===== src/rtl/prt_dp_pkg.sv =====
// rtl/prt_dp_pkg.sv - shared DisplayPort link symbol constants, LFSR helper and symbol type
package prt_dp_pkg;

   localparam logic [7:0] SYM_BS = 8'hBC;
   localparam logic [7:0] SYM_BE = 8'hFB;
   localparam logic [7:0] SYM_SR = 8'h1C;
   localparam logic [7:0] SYM_SS = 8'h5C;
   localparam logic [7:0] SYM_SE = 8'hFD;

   localparam logic [15:0] LFSR_SEED = 16'hFFFF;
   // x^5 + x^4 + x^3 + 1 feedback taps for the Galois shift
   localparam logic [15:0] LFSR_POLY = 16'h0039;

   localparam int SR_PERIOD     = 512;
   localparam int SR_PERIOD_SIM = 8;

   typedef struct packed {
      logic       k;
      logic [7:0] dat;
   } sym_t;

   function automatic logic [15:0] lfsr_step8(input logic [15:0] lfsr);
      logic [15:0] s;
      s = lfsr;
      for (int i = 0; i < 8; i++) begin
         s = {s[14:0], 1'b0} ^ (s[15] ? LFSR_POLY : 16'h0000);
      end
      return s;
   endfunction

endpackage


===== src/rtl/prt_dptx_scrm_sym.sv =====
// rtl/prt_dptx_scrm_sym.sv - combinational single-symbol SR substitution and scrambling step
module prt_dptx_scrm_sym
   import prt_dp_pkg::*;
#(
   parameter int CNT_W = 9
) (
   input  sym_t             sym_i,
   input  logic [15:0]      lfsr_i,
   input  logic [CNT_W-1:0] cnt_i,
   output sym_t             sym_o,
   output logic [15:0]      lfsr_o,
   output logic [CNT_W-1:0] cnt_o,
   output logic             sr_o
);

   logic [7:0] key;

   always_comb begin
      for (int b = 0; b < 8; b++) begin
         key[b] = lfsr_i[15-b];
      end
   end

   always_comb begin
      sym_o  = sym_i;
      lfsr_o = lfsr_step8(lfsr_i);
      cnt_o  = cnt_i;
      sr_o   = 1'b0;
      if (sym_i.k) begin
         if (sym_i.dat == SYM_BS) begin
            cnt_o = cnt_i + 1'b1;
            if (cnt_i == '0) begin
               sym_o.dat = SYM_SR;
               lfsr_o    = LFSR_SEED;
               sr_o      = 1'b1;
            end
         end else if (sym_i.dat == SYM_SR) begin
            // upstream SR still resynchronises the receiver, so reseed here too
            lfsr_o = LFSR_SEED;
         end
      end else begin
         sym_o.dat = sym_i.dat ^ key;
      end
   end

endmodule


===== src/rtl/prt_dptx_scrm.sv =====
// rtl/prt_dptx_scrm.sv - per-lane DP TX scrambler with periodic BS-to-SR substitution
module prt_dptx_scrm
   import prt_dp_pkg::*;
#(
   parameter int P_SIM = 0,
   parameter int P_SPL = 2
) (
   input  logic               CLK_IN,
   input  logic               RST_IN,
   input  logic               CTL_EN_IN,
   input  logic [P_SPL-1:0]   LNK_K_IN,
   input  logic [8*P_SPL-1:0] LNK_DAT_IN,
   output logic [P_SPL-1:0]   LNK_K_OUT,
   output logic [8*P_SPL-1:0] LNK_DAT_OUT,
   output logic               STA_SR_OUT
);

   localparam int CNT_W = (P_SIM != 0) ? $clog2(SR_PERIOD_SIM) : $clog2(SR_PERIOD);

   logic [15:0]      lfsr_c [P_SPL+1];
   logic [CNT_W-1:0] cnt_c  [P_SPL+1];
   sym_t             sym_c  [P_SPL];
   logic [P_SPL-1:0] sr_c;

   logic [P_SPL-1:0]   k_d,    k_q;
   logic [8*P_SPL-1:0] dat_d,  dat_q;
   logic               sr_d,   sr_q;
   logic [15:0]        lfsr_d, lfsr_q;
   logic [CNT_W-1:0]   cnt_d,  cnt_q;

   assign lfsr_c[0] = lfsr_q;
   assign cnt_c[0]  = cnt_q;

   // symbols are chained in order so each sees the LFSR/count left by its predecessor
   for (genvar s = 0; s < P_SPL; s++) begin : g_sym
      prt_dptx_scrm_sym #(
         .CNT_W(CNT_W)
      ) u_sym (
         .sym_i  ('{k: LNK_K_IN[s], dat: LNK_DAT_IN[8*s +: 8]}),
         .lfsr_i (lfsr_c[s]),
         .cnt_i  (cnt_c[s]),
         .sym_o  (sym_c[s]),
         .lfsr_o (lfsr_c[s+1]),
         .cnt_o  (cnt_c[s+1]),
         .sr_o   (sr_c[s])
      );
   end

   always_comb begin
      k_d    = LNK_K_IN;
      dat_d  = LNK_DAT_IN;
      sr_d   = 1'b0;
      lfsr_d = LFSR_SEED;
      cnt_d  = '0;
      if (CTL_EN_IN) begin
         for (int s = 0; s < P_SPL; s++) begin
            k_d[s]          = sym_c[s].k;
            dat_d[8*s +: 8] = sym_c[s].dat;
         end
         sr_d   = |sr_c;
         lfsr_d = lfsr_c[P_SPL];
         cnt_d  = cnt_c[P_SPL];
      end
   end

   always_ff @(posedge CLK_IN or negedge RST_IN) begin
      if (!RST_IN) begin
         k_q    <= '0;
         dat_q  <= '0;
         sr_q   <= 1'b0;
         lfsr_q <= LFSR_SEED;
         cnt_q  <= '0;
      end else begin
         k_q    <= k_d;
         dat_q  <= dat_d;
         sr_q   <= sr_d;
         lfsr_q <= lfsr_d;
         cnt_q  <= cnt_d;
      end
   end

   assign LNK_K_OUT   = k_q;
   assign LNK_DAT_OUT = dat_q;
   assign STA_SR_OUT  = sr_q;

endmodule


===== config.mk =====
export PLATFORM = sky130hd
export DESIGN_NAME = prt_dptx_scrm
export DESIGN_NICKNAME = d
export VERILOG_FILES = /design/src/rtl/prt_dp_pkg.sv /design/src/rtl/prt_dptx_scrm_sym.sv /design/src/rtl/prt_dptx_scrm.sv
export SDC_FILE = /design/constraint.sdc
export NUM_CORES = 1
export LEC_CHECK = 0
export CORE_MARGIN = 5
export CORE_UTILIZATION = 55
export DETAILED_ROUTE_END_ITERATION = 12
export PLACE_DENSITY = 0.8
export SLEW_MARGIN = 0
export SYNTH_ARGS = -nofsm -noshare
export SYNTH_HDL_FRONTEND = slang
export SYNTH_HIERARCHICAL = 1
export SYNTH_SLANG_ARGS = --single-unit
export TNS_END_PERCENT = 30

===== constraint.sdc =====
create_clock -name CLK_IN -period 3.6 [get_ports CLK_IN]
set_input_delay 0.72 -clock CLK_IN [delete_from_list [all_inputs] [get_ports CLK_IN]]
set_output_delay 0.72 -clock CLK_IN [all_outputs]
set_load 0.01 [all_outputs]

==> results of run 1 <==
[placed cells by master, fill, tap and decap left out, drive strengths merged]
cell type / netlist / layout
mux2: 18 / 18
buf: 12 / 15
nor2: 2 / 2
nand4b: 2 / 2
or3b: 2 / 2
o21a: 1 / 1
nor4: 2 / 2
xnor2: 60 / 60
clkdlybuf4s50: 0 / 37
xor2: 10 / 10
clkinv: 0 / 1
clkbuf: 5 / 6
ha: 4 / 4
and3: 8 / 8
nor3b: 2 / 2
and2: 11 / 11
nand2: 30 / 30
bufinv: 0 / 1
or3: 6 / 6
dfrtp: 28 / 28
dfstp: 16 / 16
a31oi: 2 / 2
nor4b: 2 / 2
or2b: 8 / 8
o21ai: 10 / 10
inv: 8 / 8
nand4: 10 / 10
nand2b: 28 / 28
[sequential cells by signal, indices dropped and copies added (netlist names)]
| name | cells |
|---|---|
| LNK_K_OUT | 2 |
| lfsr_q | 16 |
| LNK_DAT_OUT | 16 |
| cnt_q | 9 |
| STA_SR_OUT | 1 |
[worst paths after layout]
kind                                              to  slack [ns]  cells after the start
max in group asynchronous   LNK_DAT_OUT[6]$_DFF_PN0_        2.42                      1
setup / recovery                 lfsr_q[1]$_DFF_PN1_        0.36                     12
setup reg to reg           LNK_DAT_OUT[13]$_DFF_PN0_        1.00                      9
hold reg to reg             LNK_DAT_OUT[1]$_DFF_PN0_        0.76                      3
min in group CLK_IN         LNK_DAT_OUT[1]$_DFF_PN0_        0.76                      3
hold / removal             LNK_DAT_OUT[10]$_DFF_PN0_        0.58                      1
[routing by layer]
layer / part of all wire, % / track usage (%) / up-vias
met3: 4.9 / 3.36 / 9
met5: 0 / 0 / -
met4: 1.6 / 6.14 / 0
li1: - / - / 1008
met2: 49 / 28.1 / 47
met1: 45 / 21.7 / 974
[area by class of cell]
type,count,area [µm²]
multi-input cells,218,1710
repair buffers,52,478
well taps,70,87.6
clock inverters,2,38.8
inverters,8,30.0
fillers,400,1660
clock buffers,6,82.6
flip-flops and latches,44,1120
[power by group through the flow]
stage | clock network [µW] | registers, µW | logic (µW)
after floorplan | 0 | 778 | 1460
after global placement | 0 | 777 | 1740
after detailed placement | 0 | 781 | 1780
after CTS | 412 | 772 | 1810
after global routing | 434 | 786 | 1990
final | 398 | 770 | 1790
[metrics by stage]
| step | power (µW) | utilization [%] |
|---|---|---|
| floorplan | 2240 | - |
| CTS | 2990 | 68.1 |
| global placement | 2520 | 65.8 |
| finish | 2960 | 68.1 |
| detailed placement | 2560 | 65.8 |
| global route | 3210 | 68.1 |
[cell families (layout without fill, tap and decap cells)]
| kind of cell | Yosys count | in the layout |
|---|---|---|
| flip-flops | 44 | 44 |
| adder cells (fa/ha/maj) | 4 | 4 |
| AND/OR/NAND/NOR | 113 | 113 |
| AO/OA/AOI/OAI | 13 | 13 |
| buffers and inverters | 25 | 68 |
| multiplexers | 18 | 18 |
| XOR/XNOR | 70 | 70 |
==> flow_metrics.py, run 1 <==
metrics = {
    "critical_path": {
        "cp_slowest_stage_delay_ns": 0.47,
        "worst_ep_required_time_ns": 3.82,
        "worstSetupStartpoint": "LNK_DAT_IN[2]",
        "r2r_start": "cnt_q[2]$_DFF_PN0_",
        "worst-setup-path-type": "in -> reg",
        "crit_path_frequent_cell": "buf_4",
        "critical_path.n_buffers_inverters": 3,
        "timing.critical_path.from_type": "input pin",
        "timing.critical_path.fanout_max": 16,
        "crit_path_end_kind": "register",
        "crit_chain": "clkdlybuf4s50_1 > or3b_1 > nor3b_2 > buf_4 > nand4_1 > xnor2_1 > nor4b_4 > a31oi_1 > or3_1 > buf_4 > or2b_1 > nand2b_1",
        "path_delay_family": "simple AND/OR/NAND/NOR gates",
        "worst_path_max_delay_cell": "clkdlybuf4s50_1",
        "cp_data_arrival_time_ns": 3.46,
    },
    "drt": {
        "drc": 0,
        "postRouteWirelength_um": 5620,
        "via_per_inst": 5.10,
        "antenna_left": 0,
        "drt_iter0_markers": 101,
        "vias": 2038,
        "wl_per_cell_um": 14.0,
        "drt_pre_antenna_iters": 4,
    },
    "clock_network": {
        "ctsRootBufferMaster": "clkbuf_8",
        "clock_insertion_delay_worst_skew_ns": 0.29,
        "tritoncts": "yes",
        "ctsResizeCount": 0,
        "clkSinkCount": 44,
        "cts_setup_buffers": 0,
        "cts.htree.levels": 2,
        "cts.clk_slew.worst_paths_ns": 0.09,
        "cts_hold_repair.buffers": 0,
        "clock_buffers_created_by_tritoncts": 5,
        "clock_tree.buffer_depth": 2,
    },
    "floorplan": {
        "start_util_pct": 57.4,
        "die_h_um": 83.7,
        "chip_width_um": 83.7,
        "rows": 26,
        "die_area_um2": 7010,
        "design.portCount": 40,
        "core_um2": 5200,
    },
    "final_layout": {
        "area_delta_synth_final_pct": 18.7,
        "final_nets": 354,
        "antenna_cells_inserted": 0,
        "final_cell_count_no_fill": 400,
        "final_layout_size_suffix_gt1_share_pct": 20.9,
        "final_area_um2": 3550,
    },
    "timing": {
        "unrepaired_setup_endpoints_after_global_routing": "false",
        "minimum_hold_slack_ns": 0.577,
        "maxClockFrequency_mhz": 309,
        "slew_viol_final": 0,
        "timing_hold_violations_final": 0,
        "skew_ns": 0.00410,
        "timing.final.ws_setup_ns": 0.364,
        "fin_setup_tns_ns": 0,
        "min_period_ns": 3.24,
        "finish_stage_setup_viols": 0,
        "min_period_over_period_pct": 89.9,
        "worst_slew_margin_pct": 34.5,
        "worst-slew-pin-transition_ns": 0.982,
    },
    "synthesis": {
        "synth_cell_types": 31,
        "yosys.cell_count.top_type": "xnor2_1",
        "dominantRegCellSynth": "dfrtp_1",
        "synth_compound_area_share_pct": 2.35,
        "largest_family_of_logic_cells_by_synthesized_area": "simple AND/OR/NAND/NOR gates",
        "synth.avg_cell_area_um2": 10.4,
        "synth_seq_area_share_pct": 37.5,
        "synth.net_count": 312,
        "post_synth_and_or_nand_nor_area_fraction_pct": 24.1,
        "synth.cells.most_frequent": "xnor2_1, dfrtp_1, nand2b_1",
        "post_synth_instance_area_um2": 2990,
        "yosys_warnings": 6,
        "ys_async_sr_fraction_pct": 100,
        "synthAdderAreaFrac_pct": 1.68,
        "synth_largest_type_area_fraction_pct": 23.5,
        "post_synth_xor_area_fraction_pct": 20.5,
        "synth-edff-count": 0,
        "yosys_register_bits": 44,
        "yosysTopAreaCell": "dfrtp_1",
        "synth.top_cells.by_area": "dfrtp_1, xnor2_1, dfstp_2",
        "synth.area.mux_share_pct": 8.54,
        "syn_inst": 287,
    },
    "flow_run": {
        "max_cap_violations": 0,
    },
    "placed_design": {
        "dp_cells": 392,
        "numPortBuffers": 39,
        "place_congestion": 0.879,
        "dpl-instance-area_um2": 3420,
        "dp.final_hpwl_um": 4070,
        "preCtsSetupSlack_ns": 0.0725,
    },
    "power_and_ir_drop": {
        "portion_of_total_power_attributed_to_sequential_cells_pct": 26.0,
        "cellLeakagePower_uw": 0.00154,
        "p_switching_uw": 1040,
        "irDropWorstVdd_mv": 0.924,
        "power_frac_clock_pct": 13.5,
        "combPwrFrac_pct": 60.5,
        "power_report.internal_total_uw": 1910,
        "sw_frac_of_total_pct": 35.3,
        "power_per_standard_cell_area_nw_per_um2": 834,
    },
    "global_route": {
        "first_global_vias": 2052,
        "global_route.usage.total_pct": 16.9,
        "grt_overflow": 0,
        "maximum_number_of_pins_on_one_net_before_global_route_repair": 45,
        "antenna_found_initial": 0,
        "grt_first_pass_wirelength_um": 9720,
    },
    "min_path": {
        "holdCritPathClass": "in -> async",
    },
    "run_status": {
        "outcome": "completed",
    },
}
Power figures use the tool's default switching activity.
==> inputs of run 2 (changes only) <==
--- a/config.mk
+++ b/config.mk
@@ -8,6 +8,7 @@
 export CORE_MARGIN = 5
 export CORE_UTILIZATION = 55
 export DETAILED_ROUTE_END_ITERATION = 12
+export HOLD_SLACK_MARGIN = 0.05
 export PLACE_DENSITY = 0.8
 export SLEW_MARGIN = 0
 export SYNTH_ARGS = -nofsm -noshare
==> constraint.sdc (replaced) <==
create_clock -name CLK_IN -period 3.6 [get_ports CLK_IN]
set_input_delay 1.08 -clock CLK_IN [delete_from_list [all_inputs] [get_ports CLK_IN]]
set_output_delay 1.08 -clock CLK_IN [all_outputs]
set_load 0.01 [all_outputs]
==> run 2 against run 1 <==
Net effect: cell area up 5.1%; clock skew about the same; first-iteration DRC count up 5.9%; via count up 5.1%; sequential share of layout area down 1.5 points; highest routed layer unchanged; register-to-register slack better by 0.12 ns; hold slack better by 0.19 ns; global-route usage up 1.6 points; largest cell class unchanged.
==> flow_metrics.py, run 2 (synthesis gave the netlist of run 1 again) <==
metrics = {
    "run_status": {
        "outcome": "completed",
    },
    "clock_network": {
        "clock_buffers_created_by_tritoncts": 5,
        "clock_insertion_delay_worst_skew_ns": 0.29,
        "cts.clk_slew.worst_paths_ns": 0.08,
        "cts.htree.levels": 2,
        "clock_tree.buffer_depth": 2,
        "clkSinkCount": 44,
        "ctsRootBufferMaster": "clkbuf_8",
        "tritoncts": "yes",
    },
    "floorplan": {
        "chip_width_um": 83.7,
        "start_util_pct": 57.4,
        "die_h_um": 83.7,
        "die_area_um2": 7010,
        "rows": 26,
        "core_um2": 5200,
        "design.portCount": 40,
    },
    "drt": {
        "drc": 0,
        "antenna_left": 0,
        "postRouteWirelength_um": 6220,
        "drt_iter0_markers": 107,
        "wl_per_cell_um": 14.9,
        "vias": 2141,
        "via_per_inst": 5.11,
        "drt_pre_antenna_iters": 4,
    },
    "global_route": {
        "first_global_vias": 2239,
        "grt_overflow": 0,
        "antenna_found_initial": 0,
        "global_route.usage.total_pct": 18.5,
        "maximum_number_of_pins_on_one_net_before_global_route_repair": 45,
        "grt_first_pass_wirelength_um": 10500,
    },
    "power_and_ir_drop": {
        "cellLeakagePower_uw": 0.00169,
        "power_per_standard_cell_area_nw_per_um2": 813,
        "irDropWorstVdd_mv": 1.07,
    },
    "placed_design": {
        "dpl-instance-area_um2": 3540,
        "place_congestion": 0.816,
        "numPortBuffers": 39,
        "preCtsSetupSlack_ns": -0.409,
        "dp.final_hpwl_um": 4460,
    },
    "final_layout": {
        "final_area_um2": 3730,
        "final_layout_size_suffix_gt1_share_pct": 27.8,
        "final_nets": 373,
        "area_delta_synth_final_pct": 24.7,
        "mostFrequentLayoutCell": "xnor2_1",
        "fin_util_pct": 71.6,
        "antenna_cells_inserted": 0,
        "commonest_non_fill_non_tap_cells_in_the_layout": "xnor2_1, clkdlybuf4s50_1, dfrtp_1, buf_4, nand2b_1",
        "n_fill_cell": 398,
    },
    "timing": {
        "skew_ns": 0.00451,
        "fin_setup_tns_ns": 0,
        "worst_slew_margin_pct": 34.0,
        "timing_hold_violations_final": 0,
        "maxClockFrequency_mhz": 286,
        "worst-slew-pin-transition_ns": 0.990,
        "min_period_ns": 3.50,
        "unrepaired_setup_endpoints_after_global_routing": "false",
        "timing.final.ws_setup_ns": 0.101,
        "min_period_over_period_pct": 97.2,
        "slew_viol_final": 0,
        "finish_stage_setup_viols": 0,
    },
    "critical_path": {
        "crit_chain": "clkdlybuf4s50_1 > nand4b_1 > nor3b_4 > buf_6 > nand4_1 > xnor2_2 > nor4b_4 > a31oi_1 > or3_4 > buf_6 > nand2_2 > nand2b_4",
        "cp_data_arrival_time_ns": 3.74,
        "crit_path_end_kind": "register",
        "worst_ep_required_time_ns": 3.84,
        "cp_slowest_stage_delay_ns": 0.50,
        "crit_path_frequent_cell": "buf_6",
        "timing.critical_path.from_type": "input pin",
        "timing.critical_path.fanout_max": 6,
        "worst_path_max_delay_cell": "clkdlybuf4s50_1",
        "worst-setup-path-type": "in -> reg",
    },
    "flow_run": {
        "max_cap_violations": 0,
    },
    "min_path": {
        "holdCritPathClass": "reg -> reg",
    },
}
[run 2: changes by cell type in the layout (fill, tap and decap cells not counted), sizes merged]
cell	before	now
clkinv	1	3
dlymetal6s2s	0	2
bufinv	1	0
clkbuf	6	5
buf	15	34
clkdlybuf4s50	37	32
dlygate4sd2	0	3
[run 2: routing by layer]
layer / wire length, µm / GRT usage, % / up-vias
li1: - / - / 1048
met1: 2670 / 22.5 / 1048
met2: 3250 / 32.5 / 41
met3: 252 / 3.46 / 4
met4: 52 / 6.43 / 0
met5: 0 / 0 / -
[run 2: worst paths after layout]
kind,cells after the start,start,slack (ns),to
setup reg to reg,11,cnt_q[0]$_DFF_PN0_,1.12,lfsr_q[9]$_DFF_PN1_
setup / recovery,12,LNK_DAT_IN[3],0.10,lfsr_q[10]$_DFF_PN1_
hold / removal,3,lfsr_q[9]$_DFF_PN1_,0.76,LNK_DAT_OUT[6]$_DFF_PN0_
max in group asynchronous,1,RST_IN,2.04,LNK_DAT_OUT[4]$_DFF_PN0_
hold reg to reg,3,lfsr_q[9]$_DFF_PN1_,0.76,LNK_DAT_OUT[6]$_DFF_PN0_
min in group asynchronous,1,RST_IN,0.94,LNK_DAT_OUT[10]$_DFF_PN0_
[run 2: area by class of cell]
cell class | instances | area, µm² | area share [%]
clock inverters | 3 | 18.8 | 0.504
well taps | 70 | 87.6 | 2.35
flip-flops and latches | 44 | 1120 | 30.1
repair buffers | 71 | 637 | 17.1
clock buffers | 5 | 68.8 | 1.85
inverters | 8 | 30.0 | 0.806
multi-input cells | 218 | 1760 | 47.3
[run 2: worst max-delay path, delay by kind of cell]
kind | cells | cell delay [ns]
xor gates and xnor gates | 1 | 0.21
buffers and inverters | 3 | 0.80
and+or+nand+nor | 7 | 1.51
AOI/OAI and AO/OA | 1 | 0.13
[run 2: power breakdown]
part | internal, µW | switching [µW]
Clock | 135 | 172
Combinational | 1110 | 845
Sequential | 685 | 85.3
Total | 1930 | 1100
[run 2: what timing repair did]
item	CTS	global route
hold buffers	0	0
endpoints found under the setup margin	16	16
gates resized for setup	14	6
buffers inserted	2	0
gates cloned	1	0
pin swaps	8	7
[run 2: metrics by stage]
step	hold WS, ns	cells	power (µW)
finish	0.762	419	3030
global route	0.793	419	3270
CTS	0.766	419	2990
detailed placement	0.742	408	2620
global placement	0.729	408	2540
floorplan	0.708	287	2240
==> inputs of run 3 (changes only) <==
--- a/config.mk
+++ b/config.mk
@@ -6,10 +6,10 @@
 export NUM_CORES = 1
 export LEC_CHECK = 0
 export CORE_MARGIN = 5
-export CORE_UTILIZATION = 55
+export CORE_UTILIZATION = 50
 export DETAILED_ROUTE_END_ITERATION = 12
 export HOLD_SLACK_MARGIN = 0.05
-export PLACE_DENSITY = 0.8
+export PLACE_DENSITY = 0.88
 export SLEW_MARGIN = 0
 export SYNTH_ARGS = -nofsm -noshare
 export SYNTH_HDL_FRONTEND = slang
==> constraint.sdc (replaced) <==
create_clock -name CLK_IN -period 2.9 [get_ports CLK_IN]
set_input_delay 0.87 -clock CLK_IN [delete_from_list [all_inputs] [get_ports CLK_IN]]
set_output_delay 0.87 -clock CLK_IN [all_outputs]
set_load 0.01 [all_outputs]
==> run 3 against run 2 <==
Net effect: the flow now finishes with violations (setup timing); global-route usage rose by 0.11 points; combinational power rose by 24%; register-to-register slack got worse by 0.71 ns; clock power rose by 52%; critical path depth rose by 1; non-clock buffer count rose by 10; clock skew rose by 0.0012 ns; hold slack got worse by 0.084 ns; sequential share of layout area fell by 0.86 points; utilization fell by 6.0 points; sequential power rose by 25%; critical endpoint is now lfsr_q[1]$_DFF_PN1_; largest cell class unchanged.
==> flow_metrics.py, run 3 (synthesis gave the netlist of run 1 again) <==
metrics = {
    "power_and_ir_drop": {
        "portion_of_total_power_attributed_to_sequential_cells_pct": 24.9,
        "power_per_standard_cell_area_nw_per_um2": 1000,
        "power_report.internal_total_uw": 2510,
        "sw_frac_of_total_pct": 34.8,
        "irDropWorstVdd_mv": 0.731,
        "power_frac_clock_pct": 12.2,
        "cellLeakagePower_uw": 0.00175,
        "combPwrFrac_pct": 62.9,
        "p_switching_uw": 1340,
    },
    "timing": {
        "timing.final.ws_setup_ns": -0.211,
        "slew_viol_final": 0,
        "fin_setup_tns_ns": -2.44,
        "minimum_hold_slack_ns": 0.678,
        "finish_stage_setup_viols": 17,
        "unrepaired_setup_endpoints_after_global_routing": "true",
        "min_period_over_period_pct": 107,
        "min_period_ns": 3.11,
        "skew_ns": 0.00571,
        "worst-slew-pin-transition_ns": 0.879,
        "maxClockFrequency_mhz": 321,
        "worst_slew_margin_pct": 41.4,
        "timing_hold_violations_final": 0,
    },
    "final_layout": {
        "final_cell_count_no_fill": 434,
        "fin_util_pct": 65.6,
        "final_nets": 383,
        "antenna_cells_inserted": 0,
        "mostFrequentLayoutCell": "xnor2_1",
        "commonest_non_fill_non_tap_cells_in_the_layout": "xnor2_1, buf_4, dfrtp_1, clkdlybuf4s50_1, nand2_1",
        "final_layout_size_suffix_gt1_share_pct": 31.8,
        "area_delta_synth_final_pct": 28.4,
    },
    "floorplan": {
        "core_um2": 5850,
        "design.portCount": 40,
        "chip_width_um": 87.3,
        "die_h_um": 87.3,
        "rows": 28,
        "die_area_um2": 7620,
        "start_util_pct": 51.1,
    },
    "global_route": {
        "grtUsageMet3_pct": 4.07,
        "met1_usage_pct": 22.0,
        "antenna_found_initial": 0,
        "grt_overflow": 0,
        "global_route.usage.total_pct": 18.6,
        "first_global_vias": 2346,
        "maximum_number_of_pins_on_one_net_before_global_route_repair": 39,
        "grt_most_used_layer": "met2",
        "grt_first_pass_wirelength_um": 11000,
        "grt.met2_usage_pct": 32.8,
    },
    "placed_design": {
        "dp_cells": 417,
        "place_congestion": 0.863,
        "dp.final_hpwl_um": 4590,
        "preCtsSetupSlack_ns": -0.794,
        "numPortBuffers": 39,
    },
    "critical_path": {
        "rrSetupSlack_ns": 0.41,
        "crit_path_end_kind": "register",
        "worst_ep_required_time_ns": 3.15,
        "timing.critical_path.fanout_max": 8,
        "endpoint_of_the_worst_setup_timing_path": "lfsr_q[1]$_DFF_PN1_",
        "reg2reg_depth": 8,
        "cp_slowest_stage_delay_ns": 0.41,
        "worstSetupStartpoint": "LNK_DAT_IN[0]",
        "worst-setup-path-type": "in -> reg",
        "timing.critical_path.from_type": "input pin",
        "crit_chain": "buf_6 > or3b_4 > nor3b_4 > buf_6 > buf_6 > nand4_1 > xnor2_2 > nor4_2 > a31oi_1 > or3_4 > buf_6 > or2b_1 > nand2b_4",
        "regToRegEndpoint": "lfsr_q[10]$_DFF_PN1_",
        "cp_data_arrival_time_ns": 3.36,
        "r2r_start": "cnt_q[2]$_DFF_PN0_",
        "crit_path_frequent_cell": "buf_6",
        "worst_path_max_delay_cell": "or3b_4",
    },
    "drt": {
        "drc": 0,
        "antenna_left": 0,
        "postRouteWirelength_um": 6530,
        "via_per_inst": 5.13,
        "vias": 2226,
        "drt_pre_antenna_iters": 4,
        "wl_per_cell_um": 15.0,
        "drt_iter0_markers": 81,
    },
    "clock_network": {
        "clock_tree.buffer_depth": 2,
        "ctsRootBufferMaster": "clkbuf_8",
        "cts.clk_slew.worst_paths_ns": 0.08,
        "cts.htree.levels": 2,
        "clock_insertion_delay_worst_skew_ns": 0.30,
        "clkSinkCount": 44,
        "tritoncts": "yes",
        "clock_buffers_created_by_tritoncts": 5,
    },
    "run_status": {
        "failed_checks": "setup timing",
        "outcome": "finished with violations",
    },
    "min_path": {
        "holdCritPathClass": "in -> async",
    },
    "flow_run": {
        "max_cap_violations": 0,
    },
}
## run 3: layout make-up
cell class,count,area (µm²)
fill,447,2010
clock inverter,3,42.5
multi-input combinational,218,1790
tap,75,93.8
inverter,8,30.0
timing repair buffer,81,696
sequential,44,1120
clock buffer,5,68.8
## run 3: timing repair
item | CTS | global route
resized for setup | 37 | 8
endpoints found under the setup margin | 27 | 21
gates cloned | 2 | 0
pin swaps | 8 | 10
hold buffers | 0 | 0
setup buffers | 4 | 3
## run 3: routing by layer
layer	share of wire (%)	wire length [µm]
met5	0	0
met4	1.7	108
met3	4.8	311
met1	40	2630
met2	53	3480
## run 3: how the worst min path moves through the flow
| stage | start | end | slack (ns) | cells past startpoint |
|---|---|---|---|---|
| final | RST_IN | LNK_DAT_OUT[11]$_DFF_PN0_ | 0.68 | 1 |
| after global routing | RST_IN | LNK_DAT_OUT[11]$_DFF_PN0_ | 0.74 | 1 |
| after CTS | RST_IN | LNK_DAT_OUT[10]$_DFF_PN0_ | 0.70 | 1 |
| after detailed placement | lfsr_q[12]$_DFF_PN1_ | LNK_DAT_OUT[3]$_DFF_PN0_ | 0.74 | 3 |
| after global placement | lfsr_q[9]$_DFF_PN1_ | LNK_DAT_OUT[6]$_DFF_PN0_ | 0.73 | 3 |
| after floorplan | RST_IN | LNK_DAT_OUT[0]$_DFF_PN0_ | 0.57 | 0 |
## run 3: worst max-delay path: cells and delay by family
family,cells,cell delay [ns]
and+or+nand+nor,7,1.67
xor gates and xnor gates,1,0.21
AOI/OAI and AO/OA,1,0.12
buffers and inverters,4,0.47
## run 3: power groups by stage
stage	registers [µW]	clock network [µW]	logic [µW]
floorplan	966	0	1810
global placement	962	0	2250
detailed placement	968	0	2320
CTS	956	480	2360
global route	975	512	2690
finish	960	468	2420
## run 3: stage by stage
| step | cell area (µm²) | total power [µW] |
|---|---|---|
| final | 3840 | 3850 |
| after CTS | 3780 | 3800 |
| after floorplan | 3000 | 2780 |
| after global placement | 3590 | 3210 |
| after detailed placement | 3590 | 3290 |
| after global routing | 3840 | 4170 |
==> patch, RTL diff (settings of run 3) <==
Remove the register `dat_q`: a continuous assignment takes its place, so the output `LNK_DAT_OUT` follows one clock earlier.
--- a/src/rtl/prt_dptx_scrm.sv
+++ b/src/rtl/prt_dptx_scrm.sv
@@ -66,18 +66,18 @@
    always_ff @(posedge CLK_IN or negedge RST_IN) begin
       if (!RST_IN) begin
          k_q    <= '0;
-         dat_q  <= '0;
          sr_q   <= 1'b0;
          lfsr_q <= LFSR_SEED;
          cnt_q  <= '0;
       end else begin
          k_q    <= k_d;
-         dat_q  <= dat_d;
          sr_q   <= sr_d;
          lfsr_q <= lfsr_d;
          cnt_q  <= cnt_d;
       end
    end
+
+   assign dat_q = dat_d;
 
    assign LNK_K_OUT   = k_q;
    assign LNK_DAT_OUT = dat_q;
Check against the original RTL: not equivalent (Yosys sat finds a counterexample within 4 cycles, from zero or initial values and one cycle with RST_IN low).
==> patch against run 3 <==
The run still ends with negative setup slack left. Largest cell class unchanged. Critical path depth is 2 lower. Synthesized cell count decreased by 5.6%. Final area rose by 1.7%. Register-to-register slack worse by 0.30 ns. Worst setup slack got worse by 0.90 ns. Total power rose by 3.4%. Clock power is 52% lower. Cell count grew 4.4%. Area after synthesis shrank 13%. Wire length grew 19%. Sequential cell count down 16. Hold slack better by 0.17 ns.
==> patch: results (changes against run 3) <==
Outcome
  – Run status: finished with violations
  – Violations in the final reports: negative setup slack

GRT
  – Global-route track usage on met1: 26.16% (+4.1 points)
  – Vias in the first global route: 2454 (+4.6%)
  – Global routing met2 resource utilization: 43.54% (+11 points)
  – Maximum number of pins on one net before global-route repair: 29 (-26%)
  – GR Util met3: 2.303% (-1.8 points)
  – Global-route wire length before repair: 11620 µm (+5.6%)

Timing
  – Clock Skew: 0.001943 ns (-0.003766 ns)
  – Worst setup slack after layout: -1.116 ns (-0.9047 ns)
  – Final number of setup-violating endpoints: 30 (+13)
  – Max transition margin: 74.71% (+33 points)

Clock network
  – Clock input transition at the sequential cells of the worst setup and hold paths: 0.10 ns (+0.02 ns)
  – Level count of the clock H-tree: 1 (-1)
  – Clock latency of the later-clocked register in the worst-skew pair: 0.28 ns (-0.02 ns)
  – Number of CTS-inserted buffers: 3 (-2)

Placement
  – Placed inst area: 3496 µm² (-2.6%)
  – DP Wirelength: 4902 µm (+6.7%)
  – Final GP Congestion: 0.8350 (-3.3%)

Cells and area
  – Post-route insts no fill: 453 (+4.4%)
  – Ratio of cells with drive above 1 in the final layout: 49.09% (+17 points)
  – Fin nets: 409 (+6.8%)

Synth
  – Post-synthesis sequential area ratio: 27.85% (-9.7 points)
  – Ranking of synthesized cells by area: sky130_fd_sc_hd__xnor2_1, sky130_fd_sc_hd__dfstp_2, sky130_fd_sc_hd__dfrtp_1
  – Net count after synthesis: 296 (-5.1%)
  – Predominant post-synthesis flop cell: sky130_fd_sc_hd__dfstp_2
  – Syn_area_per_cell: 9.548 µm² (-8.3%)

Hold path
  – Min-delay worst type: flip-flop to flip-flop

Drt
  – DR iter-0 viols: 137 (+69%)
  – Post-Route WL: 7755 µm (+19%)
  – Per-cell via count in the routed design: 5.278 (+2.9%)
  – Detailed-routed wire length on met3: 348 µm (+12%)
  – Metal-1 WL: 2940 µm (+12%)

Power
  – Maximum resistive drop on vdd: 0.8661 mV (+19%)
  – Cell leakage power: 1.883 nW (+7.7%)

Critical path
  – Worst setup path class: primary input to output pin
  – Timing startpoint of the critical path: LNK_DAT_IN[1]
  – CP max FO: 6 (-2)
  – Reg-to-Reg Start: cnt_q[0]
  – Data arrival at the endpoint of the critical path: 3.15 ns (-0.21 ns)
==> patch: report_power, final <==
| group | switching [mW] | internal (mW) | total, mW |
|---|---|---|---|
| Clock | 0.127 | 0.0988 | 0.225 |
| Combinational | 1.37 | 1.74 | 3.11 |
| Sequential | 0.0689 | 0.572 | 0.641 |
==> patch: worst paths after layout <==
check                           depth (start not counted)               to  slack (ns)
worst max register to register                         15       lfsr_q[10]        0.11
worst max-delay path                                   11  LNK_DAT_OUT[15]       -1.12
min in group asynchronous                               2       STA_SR_OUT        0.98
worst min-delay path                                    5       lfsr_q[11]        0.85
worst min register to register                          5       lfsr_q[11]        0.85
max in group asynchronous                               2       lfsr_q[15]        1.61
==> patch: stage by stage <==
step,TNS (ns),worst slack [ns]
2_1_floorplan,-5.595,-0.7317
3_3_place_gp,-29.85,-1.721
3_5_place_dp,-32.10,-1.799
4_1_cts,-11.39,-1.145
5_1_grt,-15.29,-1.208
6_report,-13.05,-1.116
==> patch: logic make-up after synthesis <==
group / Yosys count / share of synthesized area, %
buffers and inverters: 25 / 6.141
AOI/OAI and AO/OA: 13 / 2.708
adders and majority gates: 4 / 1.934
and+or+nand+nor: 113 / 27.81
DFF: 28 / 27.85
xor gates and xnor gates: 70 / 23.69
muxes: 18 / 9.864
==> patch: layout make-up <==
cell class | count | area [µm²]
fill | 339 | 1171
inverter | 8 | 30.03
multi-input combinational | 218 | 1937
tap | 70 | 87.58
timing repair buffer | 125 | 1084
sequential | 28 | 720.7
clock buffer | 4 | 45.04
==> patch: timing repair <==
action | CTS | global route
hold buffers | 0 | 0
resized for setup | 114 | 33
pin swaps | 19 | 17
setup endpoints to repair | 38 | 35
setup buffers | 13 | 8
gates cloned | 1 | 0
